**src/rtl/uart_hamming_pkg.sv**
```systemverilog
// ============================================================================
// uart_hamming_pkg : shared FSM encoding, codeword bit map, Hamming(7,4) helpers
// Revision: 1.0
// ============================================================================
`default_nettype none

package uart_hamming_pkg;

  typedef enum logic [1:0] {
    IDLE = 2'd0,
    SYND = 2'd1,
    FIX  = 2'd2,
    PUSH = 2'd3
  } state_e;

  // Codeword bit indices; Hamming position n lives at bit n-1.
  localparam int unsigned P1 = 0;
  localparam int unsigned P2 = 1;
  localparam int unsigned D1 = 2;
  localparam int unsigned P4 = 3;
  localparam int unsigned D2 = 4;
  localparam int unsigned D3 = 5;
  localparam int unsigned D4 = 6;

  function automatic logic [2:0] syndrome(input logic [6:0] cw);
    logic s1, s2, s4;
    s1 = cw[P1] ^ cw[D1] ^ cw[D2] ^ cw[D4];
    s2 = cw[P2] ^ cw[D1] ^ cw[D3] ^ cw[D4];
    s4 = cw[P4] ^ cw[D2] ^ cw[D3] ^ cw[D4];
    return {s4, s2, s1};
  endfunction

  // d = {d4,d3,d2,d1}
  function automatic logic [6:0] encode(input logic [3:0] d);
    logic [6:0] cw;
    cw     = '0;
    cw[D1] = d[0];
    cw[D2] = d[1];
    cw[D3] = d[2];
    cw[D4] = d[3];
    cw[P1] = d[0] ^ d[1] ^ d[3];
    cw[P2] = d[0] ^ d[2] ^ d[3];
    cw[P4] = d[1] ^ d[2] ^ d[3];
    return cw;
  endfunction

endpackage

`default_nettype wire

```
**src/rtl/uart_nibble_fifo.sv**
```systemverilog
// ============================================================================
// uart_nibble_fifo : small synchronous FIFO holding {corr, nibble} entries
// Revision: 1.0
// ============================================================================
`default_nettype none

module uart_nibble_fifo #(
  parameter int DEPTH = 4,
  parameter int WIDTH = 5
) (
  input  logic             clk,
  input  logic             rst,
  input  logic             push_i,
  input  logic             pop_i,
  input  logic [WIDTH-1:0] wdata_i,
  output logic [WIDTH-1:0] rdata_o,
  output logic             full_o,
  output logic             empty_o
);

  localparam int PTR_W = $clog2(DEPTH);
  localparam int CNT_W = PTR_W + 1;
  localparam logic [CNT_W-1:0] C_FULL = CNT_W'(DEPTH);

  logic [WIDTH-1:0] mem_q [DEPTH];
  logic [PTR_W-1:0] wr_ptr_q, rd_ptr_q;
  logic [CNT_W-1:0] count_q, count_d;
  logic             w_pop_ok, w_push_ok;

  assign empty_o   = (count_q == '0);
  assign full_o    = (count_q == C_FULL);
  // A push into a full queue is legal when the head leaves in the same cycle.
  assign w_pop_ok  = pop_i & ~empty_o;
  assign w_push_ok = push_i & (~full_o | w_pop_ok);
  assign rdata_o   = empty_o ? '0 : mem_q[rd_ptr_q];

  always_comb begin
    count_d = count_q;
    if (w_push_ok & ~w_pop_ok) count_d = count_q + 1'b1;
    else if (~w_push_ok & w_pop_ok) count_d = count_q - 1'b1;
  end

  always_ff @(posedge clk or posedge rst) begin
    if (rst) begin
      wr_ptr_q <= '0;
      rd_ptr_q <= '0;
      count_q  <= '0;
    end else begin
      if (w_push_ok) wr_ptr_q <= wr_ptr_q + 1'b1;
      if (w_pop_ok)  rd_ptr_q <= rd_ptr_q + 1'b1;
      count_q <= count_d;
    end
  end

  always_ff @(posedge clk) begin
    if (w_push_ok) mem_q[wr_ptr_q] <= wdata_i;
  end

endmodule

`default_nettype wire

```
**src/rtl/uart_hamming_decoder.sv**
```systemverilog
// ============================================================================
// uart_hamming_decoder : Hamming(7,4) single-error correcting decoder + FIFO.
// Statistics counters built only when UART_HAMMING_STATS_EN is defined.
// Revision: 1.0
// ============================================================================
`default_nettype none

module uart_hamming_decoder
  import uart_hamming_pkg::*;
#(
  parameter int DEPTH = 4,
  parameter int CNT_W = 8
) (
  input  logic             clk,
  input  logic             rst,
  input  logic             ena,
  input  logic [6:0]       cw_in,
  input  logic             cw_valid,
  output logic [3:0]       out_data,
  output logic             out_corr,
  output logic             out_valid,
  input  logic             out_ready,
  output logic             busy,
  output logic [CNT_W-1:0] corr_cnt,
  output logic [CNT_W-1:0] drop_cnt
);

  state_e     state_q;
  logic [6:0] cw_q;
  logic [2:0] synd_q;
  logic [3:0] nib_q;
  logic       corr_q;
  logic       vld_prev_q;

  logic       w_edge;
  logic       w_pop;
  logic       w_push;
  logic       w_push_drop;
  logic       w_wr;
  logic       w_full;
  logic       w_empty;
  logic [6:0] w_flip;
  logic [6:0] w_fixed;
  logic [4:0] w_rdata;

  assign w_edge      = ena & cw_valid & ~vld_prev_q;
  assign w_pop       = out_valid & out_ready;
  assign w_push      = ena & (state_q == PUSH);
  assign w_push_drop = w_push & w_full & ~w_pop;
  assign w_wr        = w_push & ~w_push_drop;

  always_comb begin
    w_flip = '0;
    if (synd_q != 3'd0) w_flip[synd_q - 3'd1] = 1'b1;
  end
  assign w_fixed = cw_q ^ w_flip;

  always_ff @(posedge clk or posedge rst) begin
    if (rst) begin
      state_q    <= IDLE;
      cw_q       <= '0;
      synd_q     <= '0;
      nib_q      <= '0;
      corr_q     <= 1'b0;
      vld_prev_q <= 1'b0;
    end else if (ena) begin
      vld_prev_q <= cw_valid;
      case (state_q)
        IDLE: begin
          if (w_edge) begin
            cw_q    <= cw_in;
            state_q <= SYND;
          end
        end
        SYND: begin
          synd_q  <= syndrome(cw_q);
          state_q <= FIX;
        end
        FIX: begin
          nib_q   <= {w_fixed[D4], w_fixed[D3], w_fixed[D2], w_fixed[D1]};
          corr_q  <= (synd_q != 3'd0);
          state_q <= PUSH;
        end
        PUSH: state_q <= IDLE;
        default: state_q <= IDLE;
      endcase
    end
  end

  uart_nibble_fifo #(
    .DEPTH (DEPTH),
    .WIDTH (5)
  ) u_fifo (
    .clk     (clk),
    .rst     (rst),
    .push_i  (w_wr),
    .pop_i   (w_pop),
    .wdata_i ({corr_q, nib_q}),
    .rdata_o (w_rdata),
    .full_o  (w_full),
    .empty_o (w_empty)
  );

  assign out_valid = ~w_empty;
  assign out_corr  = w_rdata[4];
  assign out_data  = w_rdata[3:0];
  assign busy      = (state_q != IDLE);

`ifdef UART_HAMMING_STATS_EN
  logic [CNT_W-1:0] corr_cnt_q, corr_cnt_d;
  logic [CNT_W-1:0] drop_cnt_q, drop_cnt_d;
  logic             w_corr_inc;
  logic             w_edge_drop;
  logic [1:0]       w_drop_inc;

  // Widen by one bit so a carry out means the counter would wrap.
  function automatic logic [CNT_W-1:0] sat_add(input logic [CNT_W-1:0] a,
                                                input logic [1:0]       inc);
    logic [CNT_W:0] sum;
    sum = {1'b0, a} + {{(CNT_W-1){1'b0}}, inc};
    return sum[CNT_W] ? {CNT_W{1'b1}} : sum[CNT_W-1:0];
  endfunction

  assign w_corr_inc  = ena & (state_q == FIX) & (synd_q != 3'd0);
  assign w_edge_drop = w_edge & (state_q != IDLE);
  assign w_drop_inc  = {1'b0, w_edge_drop} + {1'b0, w_push_drop};
  assign corr_cnt_d  = sat_add(corr_cnt_q, {1'b0, w_corr_inc});
  assign drop_cnt_d  = sat_add(drop_cnt_q, w_drop_inc);

  always_ff @(posedge clk or posedge rst) begin
    if (rst) begin
      corr_cnt_q <= '0;
      drop_cnt_q <= '0;
    end else begin
      corr_cnt_q <= corr_cnt_d;
      drop_cnt_q <= drop_cnt_d;
    end
  end

  assign corr_cnt = corr_cnt_q;
  assign drop_cnt = drop_cnt_q;
`else
  assign corr_cnt = '0;
  assign drop_cnt = '0;
`endif

endmodule

`default_nettype wire

```
**config.mk**
```make
export PLATFORM = sky130hd
export DESIGN_NAME = uart_hamming_decoder
export DESIGN_NICKNAME = d
export VERILOG_FILES = /design/src/rtl/uart_hamming_pkg.sv /design/src/rtl/uart_nibble_fifo.sv /design/src/rtl/uart_hamming_decoder.sv
export SDC_FILE = /design/constraint.sdc
export NUM_CORES = 1
export LEC_CHECK = 0
export ABC_AREA = 1
export CAP_MARGIN = 0
export CORE_MARGIN = 2
export CORE_UTILIZATION = 57
export CTS_CLUSTER_DIAMETER = 100
export CTS_CLUSTER_SIZE = 16
export DETAILED_ROUTE_END_ITERATION = 6
export MAX_ROUTING_LAYER = met4
export PLACE_DENSITY = 0.84
export SYNTH_ARGS = -nofsm -noshare
export SYNTH_HDL_FRONTEND = slang
export SYNTH_SLANG_ARGS = --single-unit
```
**constraint.sdc**
```tcl
create_clock -name clk -period 3.15 [get_ports clk]
set_clock_uncertainty 0.15 [all_clocks]
set_input_delay 0.63 -clock clk [delete_from_list [all_inputs] [get_ports clk]]
set_output_delay 0.63 -clock clk [all_outputs]
set_load 0.02 [all_outputs]
```
==> flow_metrics.tcl, run 1 <==
set metrics [dict create \
    status "finished, final reports clean" \
    grt_max_degree 26 \
    ys_warn_count 0 \
    root_buffer "clkbuf_8" \
    period_share 0.874 \
    multiInputGateArea_um2 861 \
    fin_nets 296 \
    gr-total-overflow 0 \
    rrSetupSlack_ns 0.89 \
    syn_area_um2 2300 \
    regToRegStartpoint "u_fifo.count_q[0]" \
    drt-initial-drc-count 89 \
    synth_cell_types 21 \
    critPathMaxFanout 12 \
    hold_depth 2 \
    final_common_cell "nand2_1" \
    crit_path_end "out_data[3]" \
    clk_path_buf_depth 2 \
    rsz0062_at_grt "false" \
    r2r-end "u_fifo.count_q[1]" \
    area_growth_syn_to_layout_pct 13.5 \
    cts.repair.resized 0 \
    drt_wl_total_um 3550 \
    synthCells 250 \
    coreArea_um2 3940 \
    tns_ns 0 \
    area.sequential_um2 1230 \
    design_area_um2 2610 \
    holdCritPathClass "register to register" \
    viasPerCell 4.83 \
    worstSkewPairLatency_ns 0.30 \
    cts_tree "built" \
    clk_pin_slew_worst_paths_ns 0.08 \
    min_period_ns 2.75 \
    hold_buffers 0 \
    worst_r2r_path_depth 8 \
    finalHoldViolCount 0 \
    die_y_um 67.5 \
    ios 35 \
    layout_common_cells "nand2_1 (40), nor2_1 (39), inv_1 (34)" \
    num_rows 23 \
    htreeDepth 2 \
    arrival_ns 1.97 \
    setup_viol 0 \
    antenna_found_initial 0 \
    dp_hpwl_um 2730 \
    first_pass_iters 4 \
    dieArea_um2 4550 \
    synth-seq-cells 45 \
    criticalPathCategory "register to output pin" \
    post-cts-setup-buffer-count 0 \
    grt_pass1_wl_um 6070 \
    cts_sinks 45 \
    cp.required_ns 2.37 \
    antenna_cells 0 \
    io_buffer_count 18 \
    ant_nets 0 \
    worstSetupEndpointType "output pin" \
    max_freq_mhz 363 \
    start_util 0.583 \
    ir_drop_mv 0.414 \
    grt_use_total 0.185 \
    power.leakage_nw 1.21 \
    place.gp.congestion 0.742 \
    die_w_um 67.5 \
    n_fill_cell 317 \
    wl_per_cell_um 11.0 \
    seq_area_frac_synth 0.534 \
    grt_pass1_vias 1410 \
    num_vias 1559 \
    syn_area_per_cell_um2 9.19 \
    drv_slew 0 \
    power_density_nw_per_um2 979 \
    cts_buffers 5 \
    cap_violations 0 \
    drive_above_1_share 0.0403 \
    placed_cell_area_um2 2470 \
    cp-start-kind "register" \
    drcViolationCount 0 \
    critPathLaunch "u_fifo.rd_ptr_q[0]" \
]
==> critical path: stages, from the launching register on <==
cell and delay [ns]:
dfrtp_1 0.51, inv_1 0.26, o21ai_0 0.14, a21oi_1 0.15, clkdlybuf4s50_1 0.61
==> registers in the layout, indices dropped and copies added (netlist names) <==
register / count
u_fifo.count_q: 3
nib_q: 4
synd_q: 3
corr_q: 1
state_q: 2
vld_prev_q: 1
u_fifo.rd_ptr_q: 2
u_fifo.mem_q: 20
u_fifo.wr_ptr_q: 2
cw_q: 7
==> power by group <==
part | internal (mW) | switching (mW) | total [mW]
clock | 0.315 | 0.192 | 0.507
sequential | 0.821 | 0.181 | 1.00
combinational | 0.443 | 0.601 | 1.04
total | 1.58 | 0.973 | 2.55
==> routing by layer <==
layer  vias up  GRT usage  part of all wire
met3         5     0.0400             0.039
met5         -          -                 0
met1       712      0.218              0.46
met2        36      0.316              0.49
met4         0     0.0612             0.016
li1        806          -                 -
==> cell type report <==
cell class,count,area share
timing repair buffer,20,0.0749
inverter,34,0.0490
sequential,45,0.470
tap,50,0.0240
clock buffer,5,0.0264
multi-input combinational,166,0.330
clock inverter,3,0.0250
==> stage by stage <==
step	setup WS (ns)	util	hold slack, ns	std cells	power [mW]
6_report	0.395	0.661	0.363	323	2.55
5_1_grt	0.214	0.661	0.399	323	2.78
4_1_cts	0.372	0.661	0.364	323	2.57
3_5_place_dp	0.301	0.627	0.343	315	2.06
3_3_place_gp	0.419	0.627	0.339	315	2.00
2_1_floorplan	0.946	-	0.322	265	1.76
==> cell families after synthesis <==
family	after synthesis	share of synthesized area
AOI/OAI and AO/OA	36	0.0812
xor gates and xnor gates	9	0.0343
adders and majority gates	12	0.0686
buffers and inverters	54	0.116
DFF	45	0.534
muxes	1	0.00490
other	1	0.00163
and+or+nand+nor	92	0.160
==> cell usage after synthesis, drive strengths merged <==
| library cell | n | share of area |
|---|---|---|
| o21bai | 2 | 0.0065 |
| edfxtp | 20 | 0.26 |
| or2 | 1 | 0.0027 |
| mux2 | 1 | 0.0049 |
| nand3 | 9 | 0.020 |
| nor2 | 39 | 0.064 |
| conb | 1 | 0.0016 |
| buf | 19 | 0.059 |
| o21ai | 23 | 0.050 |
| ha | 11 | 0.060 |
| clkbuf | 1 | 0.0016 |
| nand4 | 3 | 0.0082 |
| dfrtp | 25 | 0.27 |
| xor2 | 4 | 0.015 |
| a21oi | 10 | 0.022 |
| nand2 | 40 | 0.065 |
| o22ai | 1 | 0.0027 |
| fa | 1 | 0.0087 |
| xnor2 | 5 | 0.019 |
| inv | 34 | 0.056 |
==> worst min path at each step <==
stage,start,end
2_1_floorplan,cw_q[3],cw_q[3]
3_3_place_gp,cw_q[3],cw_q[3]
3_5_place_dp,cw_q[1],cw_q[1]
4_1_cts,cw_q[1],cw_q[1]
5_1_grt,cw_q[1],cw_q[1]
6_report,cw_q[1],cw_q[1]
(Power assumes the default switching activity.)
==> inputs of run 2 (changes only) <==
--- a/config.mk
+++ b/config.mk
@@ -14,6 +14,7 @@
 export DETAILED_ROUTE_END_ITERATION = 6
 export MAX_ROUTING_LAYER = met4
 export PLACE_DENSITY = 0.84
+export RECOVER_POWER = 100
 export SYNTH_ARGS = -nofsm -noshare
 export SYNTH_HDL_FRONTEND = slang
 export SYNTH_SLANG_ARGS = --single-unit
==> run 2 against run 1 <==
Hold slack about the same. Sequential share of layout area increased by 0.14 points. Final cell count unchanged. Sequential power about the same. Flip-flop and latch count unchanged. Combinational power about the same. Critical path type unchanged. Critical endpoint unchanged. Largest power group unchanged. Highest routed layer unchanged.
==> flow_metrics.tcl, run 2 (synthesis results as in run 1) <==
set metrics [dict create \
    status "finished, final reports clean" \
    critPathMaxFanout 12 \
    tightest_slew_ns 1.34 \
    place_inst 315 \
    worstSkewPairLatency_ns 0.30 \
    place.gp.congestion 0.742 \
    drt-initial-drc-count 87 \
    placed_cell_area_um2 2470 \
    viasPerCell 4.82 \
    power_density_nw_per_um2 971 \
    dieArea_um2 4550 \
    grt_max_degree 26 \
    area_growth_syn_to_layout_pct 13.1 \
    hold_buffers 0 \
    rrSetupSlack_ns 0.89 \
    grt_use_total 0.185 \
    start_util 0.583 \
    antenna_cells 0 \
    power.leakage_nw 1.21 \
    root_buffer "clkbuf_8" \
    holdCritPathClass "register to register" \
    hold_depth 2 \
    grt_pass1_vias 1410 \
    final_cells 323 \
    die_y_um 67.5 \
    wl_per_cell_um 11.0 \
    cp-start-kind "register" \
    antenna_found_initial 0 \
    layout_common_cells "nand2_1 (40), nor2_1 (39), inv_1 (34)" \
    ios 35 \
    coreArea_um2 3940 \
    largest_register_ffs 20 \
    max_freq_mhz 355 \
    slew_headroom 0.104 \
    grt_pass1_wl_um 6070 \
    fin_nets 296 \
    drv_slew 0 \
    ant_nets 0 \
    gr-total-overflow 0 \
    finalHoldViolCount 0 \
    min-delay-start "cw_q[1]" \
    die_w_um 67.5 \
    top_register "u_fifo.mem_q" \
    criticalPathCategory "register to output pin" \
    worstSetupEndpointType "output pin" \
    worst_r2r_path_depth 8 \
    reg_top3 "u_fifo.mem_q x20, cw_q x7, nib_q x4" \
    hold_end "cw_q[1]" \
    num_vias 1556 \
    min_period_ns 2.81 \
    num_rows 23 \
    drive_above_1_share 0.0330 \
    tns_ns 0 \
    period_share 0.893 \
    final_common_cell "nand2_1" \
    setup_viol 0 \
    io_buffer_count 18 \
    place_ws_ns 0.301 \
    drt_wl_total_um 3550 \
    rsz0062_at_grt "false" \
    cp.required_ns 2.37 \
    cts.repair.resized 0 \
    cts_sinks 45 \
    design_area_um2 2600 \
    first_pass_iters 4 \
    cap_violations 0 \
    arrival_ns 2.03 \
    r2r-end "u_fifo.count_q[1]" \
    final_util 0.659 \
    cts_tree "built" \
    dp_hpwl_um 2730 \
    drcViolationCount 0 \
    htreeDepth 2 \
    ir_drop_mv 0.413 \
    clk_path_buf_depth 2 \
    clk_pin_slew_worst_paths_ns 0.08 \
    setup_ws_ns 0.336 \
    regToRegStartpoint "u_fifo.count_q[0]" \
    post-cts-setup-buffer-count 0 \
    cts_buffers 5 \
]
-- run 2: cell count changes in the layout (fill, tap and decap cells not counted) --
cell             before  now
clkdlybuf4s50_1      18    8
buf_4                 2    0
dlygate4sd3_1         0   10
clkbuf_1              0    2
-- run 2: area by class of cell --
type / instances / area [um^2]
fillers: 318 / 1340
flip-flops and latches: 45 / 1230
multi-input cells: 166 / 861
repair buffers: 20 / 188
inverters: 34 / 128
clock buffers: 5 / 68.8
clock inverters: 3 / 65.1
well taps: 50 / 62.6
-- run 2: where the power goes --
| part | leakage [nW] | switching (mW) | internal [mW] | total, mW |
|---|---|---|---|---|
| Sequential | 0.481 | 0.181 | 0.821 | 1.00 |
| Clock | 0.0681 | 0.192 | 0.315 | 0.507 |
| Combinational | 0.656 | 0.598 | 0.417 | 1.02 |
-- run 2: how the worst max path moves through the flow --
stage	startpoint	end	cells past startpoint
floorplan	out_ready	u_fifo.count_q[1]	8
global placement	out_ready	u_fifo.count_q[1]	9
detailed placement	out_ready	u_fifo.count_q[1]	9
CTS	u_fifo.rd_ptr_q[0]	out_data[3]	4
global route	u_fifo.rd_ptr_q[0]	out_corr	4
finish	u_fifo.rd_ptr_q[0]	out_data[3]	4
-- run 2: through the flow --
step | power (mW) | hold WS (ns)
after global placement | 2.00 | 0.339
after global routing | 2.75 | 0.399
after detailed placement | 2.06 | 0.343
after floorplan | 1.76 | 0.322
final | 2.52 | 0.363
after CTS | 2.57 | 0.364
-- run 2: metal layers --
| layer | wire length [um] | part of all wire | global-route usage |
|---|---|---|---|
| met5 | 0 | 0 | - |
| met4 | 56 | 0.016 | 0.0612 |
| met3 | 139 | 0.039 | 0.0400 |
| met2 | 1730 | 0.49 | 0.316 |
| met1 | 1620 | 0.46 | 0.218 |
-- run 2: worst max-delay path, stage by stage, from the launching register on --
cell and delay, ns:
dfrtp_1 0.57, inv_1 0.23, o21ai_0 0.21, a21oi_1 0.08
dlygate4sd3_1 0.65
